$ cat src/rtl/pipe_stage_reg_if.sv
// Valid/ready handshake plus payload bundle carried between two adjacent pipeline stages.
interface pipe_stage_reg_if #(
  parameter int DATA_W = 32,
  parameter int CTRL_W = 11,
  parameter int ADDR_W = 4
);
  logic              in_valid;
  logic              in_ready;
  logic [CTRL_W-1:0] in_ctrl;
  logic [ADDR_W-1:0] in_addr;
  logic [DATA_W-1:0] in_data0;
  logic [DATA_W-1:0] in_data1;

  logic              out_valid;
  logic              out_ready;
  logic [CTRL_W-1:0] out_ctrl;
  logic [ADDR_W-1:0] out_addr;
  logic [DATA_W-1:0] out_data0;
  logic [DATA_W-1:0] out_data1;

  // The stage itself: consumes upstream entries, presents them downstream.
  modport slave (
    input  in_valid, in_ctrl, in_addr, in_data0, in_data1, out_ready,
    output in_ready, out_valid, out_ctrl, out_addr, out_data0, out_data1
  );

  // The surrounding pipeline: produces upstream entries, consumes downstream ones.
  modport master (
    output in_valid, in_ctrl, in_addr, in_data0, in_data1, out_ready,
    input  in_ready, out_valid, out_ctrl, out_addr, out_data0, out_data1
  );
endinterface

$ cat src/rtl/pipe_stage_reg.sv
// Flow-controlled pipeline stage register with optional 2-entry skid buffer, flush
// with bubble gating, and a saturating stall counter. State updates on the falling edge.
module pipe_stage_reg #(
  parameter int DATA_W = 32,
  parameter int CTRL_W = 11,
  parameter int ADDR_W = 4,
  parameter int SKID   = 1,
  parameter int CNT_W  = 16
) (
  input  logic             clk,
  input  logic             reset,
  input  logic             flush,
  pipe_stage_reg_if.slave  bus,
  output logic [CNT_W-1:0] stall_cnt
);

  typedef struct packed {
    logic [CTRL_W-1:0] ctrl;
    logic [ADDR_W-1:0] addr;
    logic [DATA_W-1:0] data0;
    logic [DATA_W-1:0] data1;
  } entry_t;

  localparam logic [CNT_W-1:0] CNT_ONE = {{(CNT_W-1){1'b0}}, 1'b1};

  entry_t           in_entry;
  entry_t           m_q, m_d;
  entry_t           s_q, s_d;
  logic             m_valid_q, m_valid_d;
  logic             s_valid_q, s_valid_d;
  logic [CNT_W-1:0] cnt_q, cnt_d;
  logic             accept;
  logic             emit;

  assign in_entry = '{ctrl: bus.in_ctrl, addr: bus.in_addr,
                      data0: bus.in_data0, data1: bus.in_data1};

  // With the skid buffer, readiness depends only on the holding slot being free,
  // which breaks the combinational out_ready -> in_ready path.
  assign bus.in_ready = (SKID != 0) ? ~s_valid_q : (bus.out_ready | ~m_valid_q);

  assign accept = bus.in_valid & bus.in_ready;
  assign emit   = m_valid_q & bus.out_ready;

  always_comb begin
    // NOTE: every signal gets its hold value first so no path leaves it unassigned,
    // which would otherwise infer a latch.
    m_d       = m_q;
    s_d       = s_q;
    m_valid_d = m_valid_q;
    s_valid_d = s_valid_q;

    if (flush) begin
      m_valid_d  = 1'b0;
      s_valid_d  = 1'b0;
      m_d.ctrl   = '0;
      s_d.ctrl   = '0;
    end else begin
      if (emit) begin
        if (s_valid_q) begin
          m_d       = s_q;
          s_valid_d = 1'b0;
        end else begin
          m_valid_d = 1'b0;
        end
      end
      if (accept) begin
        if (!m_valid_q || (emit && !s_valid_q)) begin
          m_d       = in_entry;
          m_valid_d = 1'b1;
        end else begin
          s_d       = in_entry;
          s_valid_d = 1'b1;
        end
      end
    end

    // Without a skid buffer the holding slot can never fill; tie it off.
    if (SKID == 0) begin
      s_d       = '0;
      s_valid_d = 1'b0;
    end
  end

  always_comb begin
    cnt_d = cnt_q;
    if (m_valid_q && !bus.out_ready && !flush && (cnt_q != '1)) begin
      cnt_d = cnt_q + CNT_ONE;
    end
  end

  always_ff @(negedge clk or negedge reset) begin
    // NOTE: state is written with non-blocking assignments so every register
    // samples the pre-edge values, independent of statement order.
    if (!reset) begin
      m_q       <= '0;
      s_q       <= '0;
      m_valid_q <= 1'b0;
      s_valid_q <= 1'b0;
      cnt_q     <= '0;
    end else begin
      m_q       <= m_d;
      s_q       <= s_d;
      m_valid_q <= m_valid_d;
      s_valid_q <= s_valid_d;
      cnt_q     <= cnt_d;
    end
  end

  // An empty or flushed stage presents a bubble: control forced low.
  assign bus.out_valid = m_valid_q;
  assign bus.out_ctrl  = m_q.ctrl & {CTRL_W{m_valid_q}};
  assign bus.out_addr  = m_q.addr;
  assign bus.out_data0 = m_q.data0;
  assign bus.out_data1 = m_q.data1;
  assign stall_cnt     = cnt_q;

endmodule

$ cat src/flat_wrapper.sv
// flat-port wrapper written by rule: the top's interface ports become plain ports
module pipe_stage_reg_flat 
#(
  parameter int DATA_W = 32,
  parameter int CTRL_W = 11,
  parameter int ADDR_W = 4,
  parameter int SKID   = 1,
  parameter int CNT_W  = 16
)
  (clk, reset, flush, stall_cnt, bus_in_valid, bus_in_ctrl, bus_in_addr, bus_in_data0, bus_in_data1, bus_out_ready, bus_in_ready, bus_out_valid, bus_out_ctrl, bus_out_addr, bus_out_data0, bus_out_data1);
  pipe_stage_reg_if #(.DATA_W(DATA_W), .CTRL_W(CTRL_W), .ADDR_W(ADDR_W)) bus_i ();
  input  logic clk;
  input  logic reset;
  input  logic flush;
  output logic [CNT_W-1:0] stall_cnt;
  input wire logic [$bits(bus_i.in_valid)-1:0] bus_in_valid;
  input wire logic [$bits(bus_i.in_ctrl)-1:0] bus_in_ctrl;
  input wire logic [$bits(bus_i.in_addr)-1:0] bus_in_addr;
  input wire logic [$bits(bus_i.in_data0)-1:0] bus_in_data0;
  input wire logic [$bits(bus_i.in_data1)-1:0] bus_in_data1;
  input wire logic [$bits(bus_i.out_ready)-1:0] bus_out_ready;
  output wire logic [$bits(bus_i.in_ready)-1:0] bus_in_ready;
  output wire logic [$bits(bus_i.out_valid)-1:0] bus_out_valid;
  output wire logic [$bits(bus_i.out_ctrl)-1:0] bus_out_ctrl;
  output wire logic [$bits(bus_i.out_addr)-1:0] bus_out_addr;
  output wire logic [$bits(bus_i.out_data0)-1:0] bus_out_data0;
  output wire logic [$bits(bus_i.out_data1)-1:0] bus_out_data1;
  assign bus_i.in_valid = bus_in_valid;
  assign bus_i.in_ctrl = bus_in_ctrl;
  assign bus_i.in_addr = bus_in_addr;
  assign bus_i.in_data0 = bus_in_data0;
  assign bus_i.in_data1 = bus_in_data1;
  assign bus_i.out_ready = bus_out_ready;
  assign bus_in_ready = bus_i.in_ready;
  assign bus_out_valid = bus_i.out_valid;
  assign bus_out_ctrl = bus_i.out_ctrl;
  assign bus_out_addr = bus_i.out_addr;
  assign bus_out_data0 = bus_i.out_data0;
  assign bus_out_data1 = bus_i.out_data1;
  pipe_stage_reg #(.DATA_W(DATA_W), .CTRL_W(CTRL_W), .ADDR_W(ADDR_W), .SKID(SKID), .CNT_W(CNT_W)) u_core (.clk(clk), .reset(reset), .flush(flush), .bus(bus_i), .stall_cnt(stall_cnt));
endmodule
$ cat config.mk
export PLATFORM = sky130hd
export DESIGN_NAME = pipe_stage_reg_flat
export DESIGN_NICKNAME = d
export VERILOG_FILES = /design/src/rtl/pipe_stage_reg_if.sv /design/src/rtl/pipe_stage_reg.sv /design/src/flat_wrapper.sv
export SDC_FILE = /design/constraint.sdc
export NUM_CORES = 1
export LEC_CHECK = 0
export BUFFER_PORTS_ARGS = -buffer_cell sky130_fd_sc_hd__clkbuf_2
export CORE_MARGIN = 2
export CORE_UTILIZATION = 45
export CTS_CLUSTER_SIZE = 30
export DETAILED_ROUTE_END_ITERATION = 16
export GPL_TIMING_DRIVEN = 1
export PLACE_DENSITY = 0.68
export SLEW_MARGIN = 25
export SYNTH_ARGS = -nofsm -noshare
export SYNTH_HDL_FRONTEND = slang
export SYNTH_SLANG_ARGS = --single-unit
export TNS_END_PERCENT = 20
$ cat constraint.sdc
create_clock -name clk -period 3.15 [get_ports clk]
set_input_delay 0 -clock clk [delete_from_list [all_inputs] [get_ports clk]]
set_output_delay 0 -clock clk [all_outputs]
set_load 0.02 [all_outputs]
Word-level counts from Yosys, hierarchy flattened
Cells that the tools add are included.
W data, S select, Z words.
- $add $sub $neg: 1
- equality and inequality tests: 2
- muxes and demuxes: 17
- bitwise operators: 6
- reduce and logical (&&, ||, !) cells: 12
- operator list (operator ; count):
    $mux W79 ; 6
    $mux W11 ; 2
    $add A16 B1 Y16 const B ; 1
    $ne A16 B16 Y1 const B ; 1
    $and A11 B11 Y11 ; 1
    $mux W1 ; 9
    $logic_and A1 B1 Y1 ; 4
    $logic_not A1 Y1 ; 4
    $not A1 Y1 ; 3
    $reduce_and A3 Y1 ; 1
    $and A1 B1 Y1 ; 2
    $ne A2 B2 Y1 const B ; 1
    $reduce_and A2 Y1 ; 1
    $reduce_bool A2 Y1 ; 1
    $logic_or A1 B1 Y1 ; 1
- flip-flop bits (word level): 176
- input bits: 84
- word-level logic and storage cells: 49

Depth between registers and ports, before layout
Gate-level depths: netlist (run 1).
- depth after elaboration: 6
- mapped depth: 7
- gate-level depth less buffers: 5

==> reports/summary.txt, run 1 <==
======================================================================================================
Outcome                                                                                      completed
Die Ht                                                                                          138 um
Total length of routed wires                                                                   18.1 mm
Fin nets                                                                                           831
Maximum level of the CTS H-tree                                                                      4
Worst path slowest cell                                                                        dfrtn_1
Leakage power of the design                                                                    4.30 nW
Syn_area_per_cell                                                                            12.6 um^2
Total chip power                                                                               6.42 mW
Post-Syn Instances                                                                                 640
Worst Skew                                                                                     10.3 ps
GRT Util Overall                                                                                 0.198
Iteration-0 DRC Markers                                                                            273
Effective utilization at floorplan                                                               0.463
Setup Slack @ Placement                                                                        52.2 ps
Biggest area contributors in the synthesized netlist                                      dfrtn_1 (55%), o22a_1 (15%), mux2_2 (9.5%), buf_4 (6.8%), xor2_1 (1.4%)
Buffer levels on the longest clock path                                                              2
Class of the tightest hold or removal check                                                    reg2reg
Power share of the combinational group                                                           0.202
Proportion of netlist area held by the largest area contributor                                  0.548
Library cell used as clock root buffer                                                       clkbuf_16
CTS resizes                                                                                          0
Net Sw Power                                                                                   1.83 mW
Cell internal power dissipation                                                                4.59 mW
Met3 track demand over resource in global routing                                               0.0478
Synthesized netlist net count                                                                      725
Number of failing setup endpoints in the final timing report                                         0
EDFF count, synth                                                                                    0
Area added between synthesis and finish                                                          16.9%
Wire length of the first global-routing pass                                                   28.9 mm
Arr. time, crit path                                                                           2980 ps
Total of max-cap violations                                                                          0
Synth Cell Area                                                                           0.00804 mm^2
Final GP Congestion                                                                              0.798
Sort of element at the start of the critical path                                                 flop
Pwr/cell area                                                                              684 mW/mm^2
Met1 track demand over resource                                                                  0.248
Most crowded layer after global routing                                                           met2
Number of warnings printed during yosys synthesis                                                    0
Crit path setup slack, layout                                                                   166 ps
Worst-path maximum fanout                                                                           13
Async set-reset flop share out of synthesis                                                       1.00
Vias in the first global route                                                                    5675
Post-synth top area cell                                                                       dfrtn_1
Worst Hold Slack                                                                                435 ps
Final Core Density                                                                               0.541
Die ar.                                                                                    0.0189 mm^2
Hold Fails Final Rpt                                                                                 0
Actual transition at the worst max-transition pin                                               599 ps
Floorplan core area                                                                        0.0174 mm^2
Via/cell ratio                                                                                    5.57
DP HPWL                                                                                        12.2 mm
Max_slew headroom                                                                                0.600
Row count                                                                                           48
Clock Sinks                                                                                        176
Vias                                                                                              5477
CTS Hold Bufs                                                                                        0
Number of CTS-inserted buffers                                                                      17
Number of nets with antenna violations after routing                                                 0
Total placed instance area                                                                0.00881 mm^2
# port buffers                                                                                     180
Fin. max-slew vios                                                                                   0
Proportion of power drawn by the clock network                                                   0.325
Distinct cell type count of the synthesized netlist                                                 39
Fraction of met2 tracks used by global routing                                                   0.329
Maximum number of pins on one net before global-route repair                                        69
Endpoint kind of the worst setup timing path                                               output port
Sequential share of the synthesized area                                                         0.548
Total instance count after detailed placement                                                      952
Area of all placed cells without fillers                                                  0.00939 mm^2
Worst IR Drop VDD                                                                             0.373 mV
Clock transition at the register clock pins on the worst setup and hold paths after CTS          50 ps
RSZ-0062 raised after global routing                                                                no
Chip width                                                                                      138 um
Number of setup buffers added after CTS                                                              0
Boundary Pins                                                                                      181
Insertion delay to the later sink of the worst-skew pair                                        400 ps
Number of standard cells in the final layout excluding fillers                                     983
Sequential share of power                                                                        0.473
Switching Share                                                                                  0.285
Initial antenna violation count                                                                      0
Fraction of layout instances using a drive strength above 1                                      0.409
Most instantiated flip-flop cell in the synthesis netlist                                      dfrtn_1
Iteration count of the initial detailed-routing pass                                                 4
Required time of the critical path                                                             3150 ps
Highest cell delay on the worst timing path                                                     620 ps
CTS tree                                                                                           yes
Routed WL per cell                                                                             18.4 um
Aggregate global routing overflow                                                                    0
Cell-by-cell trace of the critical path                                                   and2_1, clkbuf_2
DRC violation count after routing                                                                    0
Crit path kind                                                                                 reg2out
Number of diodes added for antenna fixing                                                            0
Flops & latches, synth                                                                             176
Final TNS setup                                                                                   0 ps
======================================================================================================
## power groups by stage
stage               registers (mW)  clock network, mW  logic (mW)
finish                        3.04               2.09        1.30
global route                  3.09               2.25        1.40
CTS                           3.04               2.15        1.31
detailed placement            3.07                  0        1.31
global placement              3.04                  0        1.26
floorplan                     3.01                  0        1.08
## layout by cell type (no fill, tap or decap), types with 2 or more instances in the layout
cell        instances
mux2_2             68
mux2i_1            11
inv_1               3
xor2_1             13
o22a_1            136
nor4_1              3
dfrtn_1           176
inv_6               2
nor3b_1             4
nor3_1              5
xnor2_1             2
clkinv_4            2
clkinv_2            2
nand3_1             2
clkinvlp_4          4
buf_12             10
a211oi_1           12
clkbuf_2          178
buf_4              12
and2_1             12
and3_1              3
bufinv_16           2
a21oi_1            13
nand2_1            27
clkbuf_8            2
clkbuf_16          17
nand4_1             4
nor2_1             15
## cell usage after synthesis (3+ instances only)
cell and n:
dfrtn_1 176, o22a_1 136, buf_4 73, mux2_2 68, clkbuf_1 29, nand2_1 27
nor2_1 15, a21oi_1 13, xor2_1 13, a211oi_1 12, and2_1 12, mux2i_1 11
buf_2 9, nor3_1 5, nand4_1 4, nor3b_1 4, and3_1 3, inv_1 3
nor4_1 3
## area by class of cell
| type | count | area (um^2) |
|---|---|---|
| Tap cell | 225 | 282 |
| Clock inverter | 12 | 135 |
| Sequential cell | 176 | 4400 |
| Multi-Input combinational cell | 347 | 2920 |
| Fill cell | 1491 | 7960 |
| Clock buffer | 19 | 453 |
| Timing Repair Buffer | 201 | 1190 |
| Inverter | 3 | 11.3 |
## state kept, by name, indices dropped and copies added (netlist names)
name and count:
u_core.m_q 11, u_core.s_q 79, u_core.bus.out_addr 4, u_core.bus.out_data1 32
u_core.stall_cnt 16, u_core.bus.out_valid 1, u_core.s_valid_q 1, u_core.bus.out_data0 32
## final timing paths
kind                                                       from                              endpoint  slack (ps)  cells after the start
max in group asynchronous                                 reset   u_core.bus.out_data1[6]$_DFFE_NN0N_        1410                      2
min reg2reg                u_core.bus.out_data1[30]$_DFFE_NN0N_  u_core.bus.out_data1[30]$_DFFE_NN0N_         430                      1
min                        u_core.bus.out_data1[30]$_DFFE_NN0N_  u_core.bus.out_data1[30]$_DFFE_NN0N_         430                      1
min in group asynchronous                                 reset            u_core.s_q[49]$_DFFE_NN0P_        1050                      1
max                              u_core.bus.out_valid$_DFF_NN0_                       bus_out_ctrl[9]         170                      2
max reg2reg                      u_core.bus.out_valid$_DFF_NN0_       u_core.stall_cnt[7]$_DFFE_NN0P_        1050                      5
## critical path: cells and delay by family, from the launching register on
kind | cells | cell delay, ps
AND/OR/NAND/NOR | 1 | 210
buffers and inverters | 1 | 180
flip-flops | 1 | 620
## cells by family (layout without fill, tap and decap cells)
| family | after synthesis | count (layout) | share of synthesized area |
|---|---|---|---|
| buf+inv | 117 | 235 | 0.0920 |
| mux | 80 | 80 | 0.111 |
| flops | 176 | 176 | 0.548 |
| fa+ha+maj | 1 | 1 | 0.00156 |
| xor+xnor | 15 | 15 | 0.0164 |
| compound gates | 164 | 164 | 0.170 |
| simple gates | 87 | 87 | 0.0607 |
## layer usage
layer  vias up  part of all wire
met5         -                 0
met4         0             0.025
met3        31             0.053
met2       175              0.50
met1      2769              0.42
li1       2502                 -
Power figures use the tool's default switching activity.
==> inputs of run 2 (changes only) <==
--- a/config.mk
+++ b/config.mk
@@ -5,13 +5,14 @@
 export SDC_FILE = /design/constraint.sdc
 export NUM_CORES = 1
 export LEC_CHECK = 0
+export ABC_AREA = 1
 export BUFFER_PORTS_ARGS = -buffer_cell sky130_fd_sc_hd__clkbuf_2
 export CORE_MARGIN = 2
 export CORE_UTILIZATION = 45
 export CTS_CLUSTER_SIZE = 30
 export DETAILED_ROUTE_END_ITERATION = 16
 export GPL_TIMING_DRIVEN = 1
-export PLACE_DENSITY = 0.68
+export PLACE_DENSITY = 0.67
 export SLEW_MARGIN = 25
 export SYNTH_ARGS = -nofsm -noshare
 export SYNTH_HDL_FRONTEND = slang
==> reports/summary.txt, run 2 <==
======================================================================================================
Outcome                                                                                      completed
Net Sw Power                                                                                   2.04 mW   +11%
Buffers and inverters on the worst path                                                              3   +2
Most common cell after layout, fill and taps aside                                             nand2_1
Worst-path maximum fanout                                                                           14   +1
Chip width                                                                                      148 um   +7.2%
Cell-by-cell trace of the critical path                                                   buf_12, nand2_1, inv_1, clkbuf_2
Synthesized netlist net count                                                                     1201   +66%
Synth Area in Adders                                                                           0.00135   -0.000208
Pwr/cell area                                                                              613 mW/mm^2   -10%
Leakage power of the design                                                                    5.32 nW   +24%
Biggest area contributors in the synthesized netlist                                      dfrtn_1 (47%), nand2_1 (11%), o21ai_0 (6.9%), buf_4 (5.9%), inv_1 (5.1%)
Number of warnings printed during yosys synthesis                                                    0   unchanged
Syn_area_per_cell                                                                            8.31 um^2   -34%
Number of failing setup endpoints in the final timing report                                         0   unchanged
Area added between synthesis and finish                                                          13.9%
Sequential share of the synthesized area                                                         0.475   -0.0733
Max FFs per register                                                                                79   unchanged
Proportion of power drawn by the clock network                                                   0.337   +0.012
CTS resizes                                                                                          0   unchanged
Fin nets                                                                                          1295   +56%
Maximum level of the CTS H-tree                                                                      4   unchanged
Largest delay contributor family on the critical path                                       flip-flops
Synthesized-area fraction occupied by ao, oa, aoi and oai cells                                  0.160   -0.0108
Sequential share of power                                                                        0.463   -0.010
DRC violation count after routing                                                                    0   unchanged
Total of max-cap violations                                                                          0   unchanged
Setup Slack @ Placement                                                                         281 ps   +229 ps
Number of diodes added for antenna fixing                                                            0   unchanged
Area of all placed cells without fillers                                                   0.0106 mm^2   +12%
Highest cell delay on the worst timing path                                                     490 ps   -130 ps
Number of nets with antenna violations after routing                                                 0   unchanged
DP HPWL                                                                                        14.6 mm   +20%
Sort of element at the start of the critical path                                                 flop
Effective utilization at floorplan                                                               0.458   -0.00456
EDFF count, synth                                                                                    0   unchanged
Async set-reset flop share out of synthesis                                                       1.00   unchanged
Worst Skew                                                                                     9.13 ps   -1.21 ps
Final Core Density                                                                               0.522   -0.0193
Number of setup buffers added after CTS                                                              0   unchanged
Required time of the critical path                                                             3150 ps   about the same
Mux cell area share after synthesis                                                                  0   -0.111
Distinct cell type count of the synthesized netlist                                                 35   -10%
Arr. time, crit path                                                                           2910 ps   -70 ps
Crit path kind                                                                                 reg2out
Largest register by flop count                                                              u_core.s_q
Most instantiated flip-flop cell in the synthesis netlist                                      dfrtn_1
Die Ht                                                                                          148 um   +7.2%
Power share of the combinational group                                                           0.200   -0.002
Combinational family with the most area after synthesis                                   simple AND/OR/NAND/NOR gates
Number of CTS-inserted buffers                                                                      17   unchanged
Initial antenna violation count                                                                      0   unchanged
Insertion delay to the later sink of the worst-skew pair                                        400 ps   about the same
Vias in the first global route                                                                    7170   +26%
Max_slew headroom                                                                                0.580   -0.0201
Library cell used as clock root buffer                                                       clkbuf_16
GRT Util Overall                                                                                 0.208   +0.0104
Proportion of netlist area held by the largest area contributor                                  0.475   -0.0733
Iteration count of the initial detailed-routing pass                                                 5   +1
Actual transition at the worst max-transition pin                                               629 ps   +30.1 ps
Simple-gate portion of the synthesized area                                                      0.209   +0.148
Worst IR Drop VDD                                                                             0.372 mV   -0.33%
Clock transition at the register clock pins on the worst setup and hold paths after CTS          50 ps   about the same
Floorplan core area                                                                        0.0202 mm^2   +17%
Post-synthesis share of cell area spent on xor and xnor gates                                  0.00567   -0.0107
Total placed instance area                                                                0.00994 mm^2   +13%
Most frequent cells in the layout                                                         nand2_1 (268), clkbuf_2 (178), dfrtn_1 (176)
Cell internal power dissipation                                                                4.44 mW   -3.4%
Endpoint kind of the worst setup timing path                                               output port
Hold Fails Final Rpt                                                                                 0   unchanged
Final TNS setup                                                                                   0 ps   unchanged
Post-Syn Instances                                                                                1116   +74%
Switching Share                                                                                  0.315   +0.0295
Library cell with the highest instance count after synthesis                                   nand2_1
Row count                                                                                           52   +8.3%
CTS tree                                                                                           yes
Routed WL per cell                                                                             14.7 um   -20%
Maximum number of pins on one net before global-route repair                                        78   +13%
Fraction of layout instances using a drive strength above 1                                      0.235   -0.173
RSZ-0062 raised after global routing                                                                no
Total length of routed wires                                                                   21.9 mm   +21%
Synth Cell Area                                                                           0.00928 mm^2   +15%
Buffer levels on the longest clock path                                                              2   unchanged
Class of the tightest hold or removal check                                                    reg2reg
Iteration-0 DRC Markers                                                                            428   +57%
Worst path slowest cell                                                                        dfrtn_1
Crit path setup slack, layout                                                                   237 ps   +70.6 ps
Fin. max-slew vios                                                                                   0   unchanged
Vias                                                                                              7481   +37%
Wire length of the first global-routing pass                                                   36.7 mm   +27%
# port buffers                                                                                     180   unchanged
Die ar.                                                                                    0.0218 mm^2   +15%
Clock Sinks                                                                                        176   unchanged
Boundary Pins                                                                                      181   unchanged
Final GP Congestion                                                                              0.839   +5.2%
CTS Hold Bufs                                                                                        0   unchanged
Post-synth top cells                                                                      nand2_1 (268), dfrtn_1 (176), o21ai_0 (128), inv_1 (126), buf_4 (73)
Aggregate global routing overflow                                                                    0   unchanged
Post-synth top area cell                                                                       dfrtn_1
Flops & latches, synth                                                                             176   unchanged
Via/cell ratio                                                                                    5.01   -10%
======================================================================================================
## run 2: cell types whose count changed in the layout (fill, tap and decap cells not counted), moves of 26 or more
cell and change:
nand2_1 +241, o22a_1 -136, o21ai_0 +126, inv_1 +123, mux2_2 -68, o21ai_1 +40
nand3_1 +29, a21oi_1 +26
## run 2: power groups by stage
| stage | sequential, mW | clock, mW | combinational, mW |
|---|---|---|---|
| 3_3_place_gp | 3.02 | 0 | 1.27 |
| 3_5_place_dp | 3.03 | 0 | 1.31 |
| 6_report | 3.00 | 2.18 | 1.30 |
| 4_1_cts | 3.00 | 2.24 | 1.31 |
| 5_1_grt | 3.06 | 2.32 | 1.47 |
| 2_1_floorplan | 2.98 | 0 | 1.08 |
## run 2: cell type report
class | count | area, um^2
multi-input cells | 677 | 3490
clock buffers | 19 | 453
flip-flops and latches | 176 | 4400
inverters | 129 | 487
fillers | 1935 | 9670
clock inverters | 13 | 150
well taps | 270 | 338
repair buffers | 209 | 1240
## run 2: path summary, 6_finish.rpt
path | from | end | slack, ps | cells past startpoint
max in group asynchronous | reset | u_core.stall_cnt[3]$_DFFE_NN0P_ | 1430 | 2
worst min-delay path | u_core.s_q[47]$_DFFE_NN0P_ | u_core.s_q[47]$_DFFE_NN0P_ | 430 | 2
worst max register to register | u_core.bus.out_valid$_DFF_NN0_ | u_core.bus.out_data1[9]$_DFFE_NN0N_ | 1340 | 8
min in group asynchronous | reset | u_core.bus.out_data0[24]$_DFFE_NN0N_ | 1050 | 1
worst max-delay path | u_core.bus.out_valid$_DFF_NN0_ | bus_out_ctrl[6] | 240 | 4
worst min register to register | u_core.s_q[47]$_DFFE_NN0P_ | u_core.s_q[47]$_DFFE_NN0P_ | 430 | 2
## run 2: per-stage QoR
stage	hold slack [ps]	std cells	power, mW
floorplan	406	1116	4.06
global placement	419	1460	4.30
detailed placement	427	1460	4.34
CTS	428	1492	6.55
global route	436	1493	6.85
finish	426	1493	6.47
## run 2: cells by family after synthesis
group | Yosys count
compound gates | 261
xor+xnor | 6
fa+ha+maj | 1
buf+inv | 263
flops | 176
simple gates | 409
## run 2: layer usage
metal | vias to the layer above | routed length [um] | global-route usage
met3 | 23 | 1210 | 0.0454
met5 | - | 0 | 0
met4 | 0 | 267 | 0.0606
met2 | 204 | 10100 | 0.321
met1 | 3535 | 10400 | 0.296
li1 | 3719 | - | -
## run 2: tightest hold or removal path: stages (launching register included)
cell     delay, ps
dfrtn_1        400
nand2_1         50
o21ai_0         60
==> inputs of run 3 (changes only) <==
--- a/config.mk
+++ b/config.mk
@@ -5,14 +5,13 @@
 export SDC_FILE = /design/constraint.sdc
 export NUM_CORES = 1
 export LEC_CHECK = 0
-export ABC_AREA = 1
 export BUFFER_PORTS_ARGS = -buffer_cell sky130_fd_sc_hd__clkbuf_2
 export CORE_MARGIN = 2
-export CORE_UTILIZATION = 45
+export CORE_UTILIZATION = 50
 export CTS_CLUSTER_SIZE = 30
 export DETAILED_ROUTE_END_ITERATION = 16
 export GPL_TIMING_DRIVEN = 1
-export PLACE_DENSITY = 0.67
+export PLACE_DENSITY = 0.75
 export SLEW_MARGIN = 25
 export SYNTH_ARGS = -nofsm -noshare
 export SYNTH_HDL_FRONTEND = slang
==> reports/summary.txt, run 3 (synthesis gave the netlist of run 1 again) <==
======================================================================================================
Iteration count of the initial detailed-routing pass                                                 4   -1
Number of nets with antenna violations after routing                                                 0   unchanged
Total length of routed wires                                                                   18.2 mm   -17%
Crit path setup slack, layout                                                                   166 ps   -71.3 ps
Class of the tightest hold or removal check                                                    reg2reg
Iteration-0 DRC Markers                                                                            258   -40%
Fin nets                                                                                           827   -36%
Proportion of power drawn by the clock network                                                   0.340   +0.003
Aggregate global routing overflow                                                                    0   unchanged
Detailed-routing wirelength on met1                                                            7.67 mm   -26%
Actual transition at the worst max-transition pin                                               892 ps   +263 ps
Worst IR Drop VDD                                                                             0.400 mV   +7.6%
Fin. max-slew vios                                                                                   0   unchanged
Cell internal power dissipation                                                                4.76 mW   +7.4%
GRT Util Overall                                                                                 0.219   +0.0107
Endpoint kind of the worst setup timing path                                               output port
Library cell used as clock root buffer                                                       clkbuf_16
Clock transition at the register clock pins on the worst setup and hold paths after CTS          50 ps   about the same
Area added between synthesis and finish                                                          16.6%
# port buffers                                                                                     180   unchanged
DRC violation count after routing                                                                    0   unchanged
Sequential share of power                                                                        0.464   about the same
Leakage power of the design                                                                    4.30 nW   -19%
Effective utilization at floorplan                                                               0.510   +0.0511
Largest register by flop count                                                              u_core.s_q
Buffer levels on the longest clock path                                                              2   unchanged
Die ar.                                                                                    0.0171 mm^2   -21%
Max FFs per register                                                                                79   unchanged
Vias in the first global route                                                                    5675   -21%
Most common cell after layout, fill and taps aside                                            clkbuf_2
Initial antenna violation count                                                                      0   unchanged
Wire length of the first global-routing pass                                                   28.8 mm   -21%
Crit path kind                                                                                 reg2out
RSZ-0062 raised after global routing                                                                no
Number of failing setup endpoints in the final timing report                                         0   unchanged
Pwr/cell area                                                                              700 mW/mm^2   +14%
Highest cell delay on the worst timing path                                                     620 ps   +130 ps
Fraction of layout instances using a drive strength above 1                                      0.403   +0.168
Row count                                                                                           46   -12%
Chip width                                                                                      131 um   -11%
Via/cell ratio                                                                                    5.64   +13%
Net Sw Power                                                                                   1.80 mW   -12%
Floorplan core area                                                                        0.0158 mm^2   -22%
Switching Share                                                                                  0.274   -0.0406
Arr. time, crit path                                                                           2980 ps   +70 ps
Worst-path maximum fanout                                                                           13   -1
Final GP Congestion                                                                              0.792   -5.7%
Sort of element at the start of the critical path                                                 flop
Most frequent cells in the layout                                                         clkbuf_2 (178), dfrtn_1 (176), o22a_1 (136)
Max_slew headroom                                                                                0.403   -0.177
Final TNS setup                                                                                   0 ps   unchanged
Hold Fails Final Rpt                                                                                 0   unchanged
Worst path slowest cell                                                                        dfrtn_1
Total instance count after detailed placement                                                      939   -36%
Maximum number of pins on one net before global-route repair                                        77   -1.3%
Power share of the combinational group                                                           0.196   -0.004
CTS Hold Bufs                                                                                        0   unchanged
Metal3 WL                                                                                       870 um   -28%
Number of standard cells in the final layout excluding fillers                                     970   -35%
Fill cells                                                                                        1291   -33%
CTS tree                                                                                           yes
Insertion delay to the later sink of the worst-skew pair                                        400 ps   about the same
Clock Sinks                                                                                        176   unchanged
Required time of the critical path                                                             3150 ps   about the same
Area of all placed cells without fillers                                                  0.00937 mm^2   -11%
CTS resizes                                                                                          0   unchanged
Total met2 wirelength after detailed routing                                                   9.40 mm   -6.6%
Number of CTS-inserted buffers                                                                      17   unchanged
DP HPWL                                                                                        12.1 mm   -17%
Worst Skew                                                                                     5.49 ps   -3.64 ps
Uppermost layer routed                                                                            met4
Die Ht                                                                                          131 um   -11%
Total placed instance area                                                                0.00874 mm^2   -12%
Boundary Pins                                                                                      181   unchanged
Cell-by-cell trace of the critical path                                                   and2_1, clkbuf_2
Number of setup buffers added after CTS                                                              0   unchanged
Outcome                                                                                      completed
Number of diodes added for antenna fixing                                                            0   unchanged
Setup Slack @ Placement                                                                        97.6 ps   -184 ps
Total of max-cap violations                                                                          0   unchanged
Maximum level of the CTS H-tree                                                                      4   unchanged
Vias                                                                                              5475   -27%
Routed WL per cell                                                                             18.8 um   +28%
======================================================================================================
==> run 3: cell count changes in the layout (fill, tap and decap cells not counted), moves of 13 or more <==
cell and delta:
o22a_1 +136, a21oi_1 -26, nand3_1 -29, o211ai_1 -22, inv_1 -123, o21ai_0 -126
nand2_1 -241, mux2_2 +68, xor2_1 +13, nor3_2 -20, o21ai_1 -40, or2_1 -20
or2_0 -16
==> run 3: final timing paths <==
| kind | startpoint | to | slack (ps) | cells after the start |
|---|---|---|---|---|
| max | u_core.bus.out_valid$_DFF_NN0_ | bus_out_ctrl[3] | 170 | 2 |
| min | u_core.bus.out_data1[30]$_DFFE_NN0N_ | u_core.bus.out_data1[30]$_DFFE_NN0N_ | 440 | 1 |
| max reg2reg | u_core.bus.out_valid$_DFF_NN0_ | u_core.stall_cnt[1]$_DFFE_NN0P_ | 1060 | 5 |
| min reg2reg | u_core.bus.out_data1[30]$_DFFE_NN0N_ | u_core.bus.out_data1[30]$_DFFE_NN0N_ | 440 | 1 |
| max in group asynchronous | reset | u_core.bus.out_data1[31]$_DFFE_NN0N_ | 1490 | 2 |
| min in group asynchronous | reset | u_core.bus.out_data0[20]$_DFFE_NN0N_ | 960 | 1 |
==> run 3: area by class of cell <==
cell class,count,area (um^2),area share
Sequential cell,176,4400,0.470
Multi-Input combinational cell,347,2920,0.311
Timing Repair Buffer,197,1140,0.121
Clock buffer,22,474,0.0506
Tap cell,216,270,0.0288
Clock inverter,9,156,0.0167
Inverter,3,11.3,0.00120
==> run 3: layer usage <==
metal,vias up,GRT usage
met3,22,0.0599
met2,144,0.379
li1,2475,-
met5,-,0
met4,0,0.0695
met1,2834,0.267
==> run 3: worst max-delay path: cells and delay by family, from the launching register on <==
kind                   cells  cell delay [ps]
DFF                        1              620
and+or+nand+nor            1              220
buffers and inverters      1              180
==> run 3: per-stage QoR <==
step / util / hold WS (ps) / total power, mW
after detailed placement: 0.554 / 438 / 4.38
final: 0.594 / 437 / 6.56
after global routing: 0.594 / 443 / 6.86
after global placement: 0.554 / 435 / 4.30
after CTS: 0.594 / 438 / 6.62
after floorplan: - / 422 / 4.09
==> run 3: power by group through the flow <==
stage	clock network (mW)	registers, mW	logic [mW]
after CTS	2.27	3.04	1.31
after global routing	2.37	3.09	1.40
after global placement	0	3.04	1.26
final	2.23	3.04	1.29
after floorplan	0	3.01	1.08
after detailed placement	0	3.08	1.30
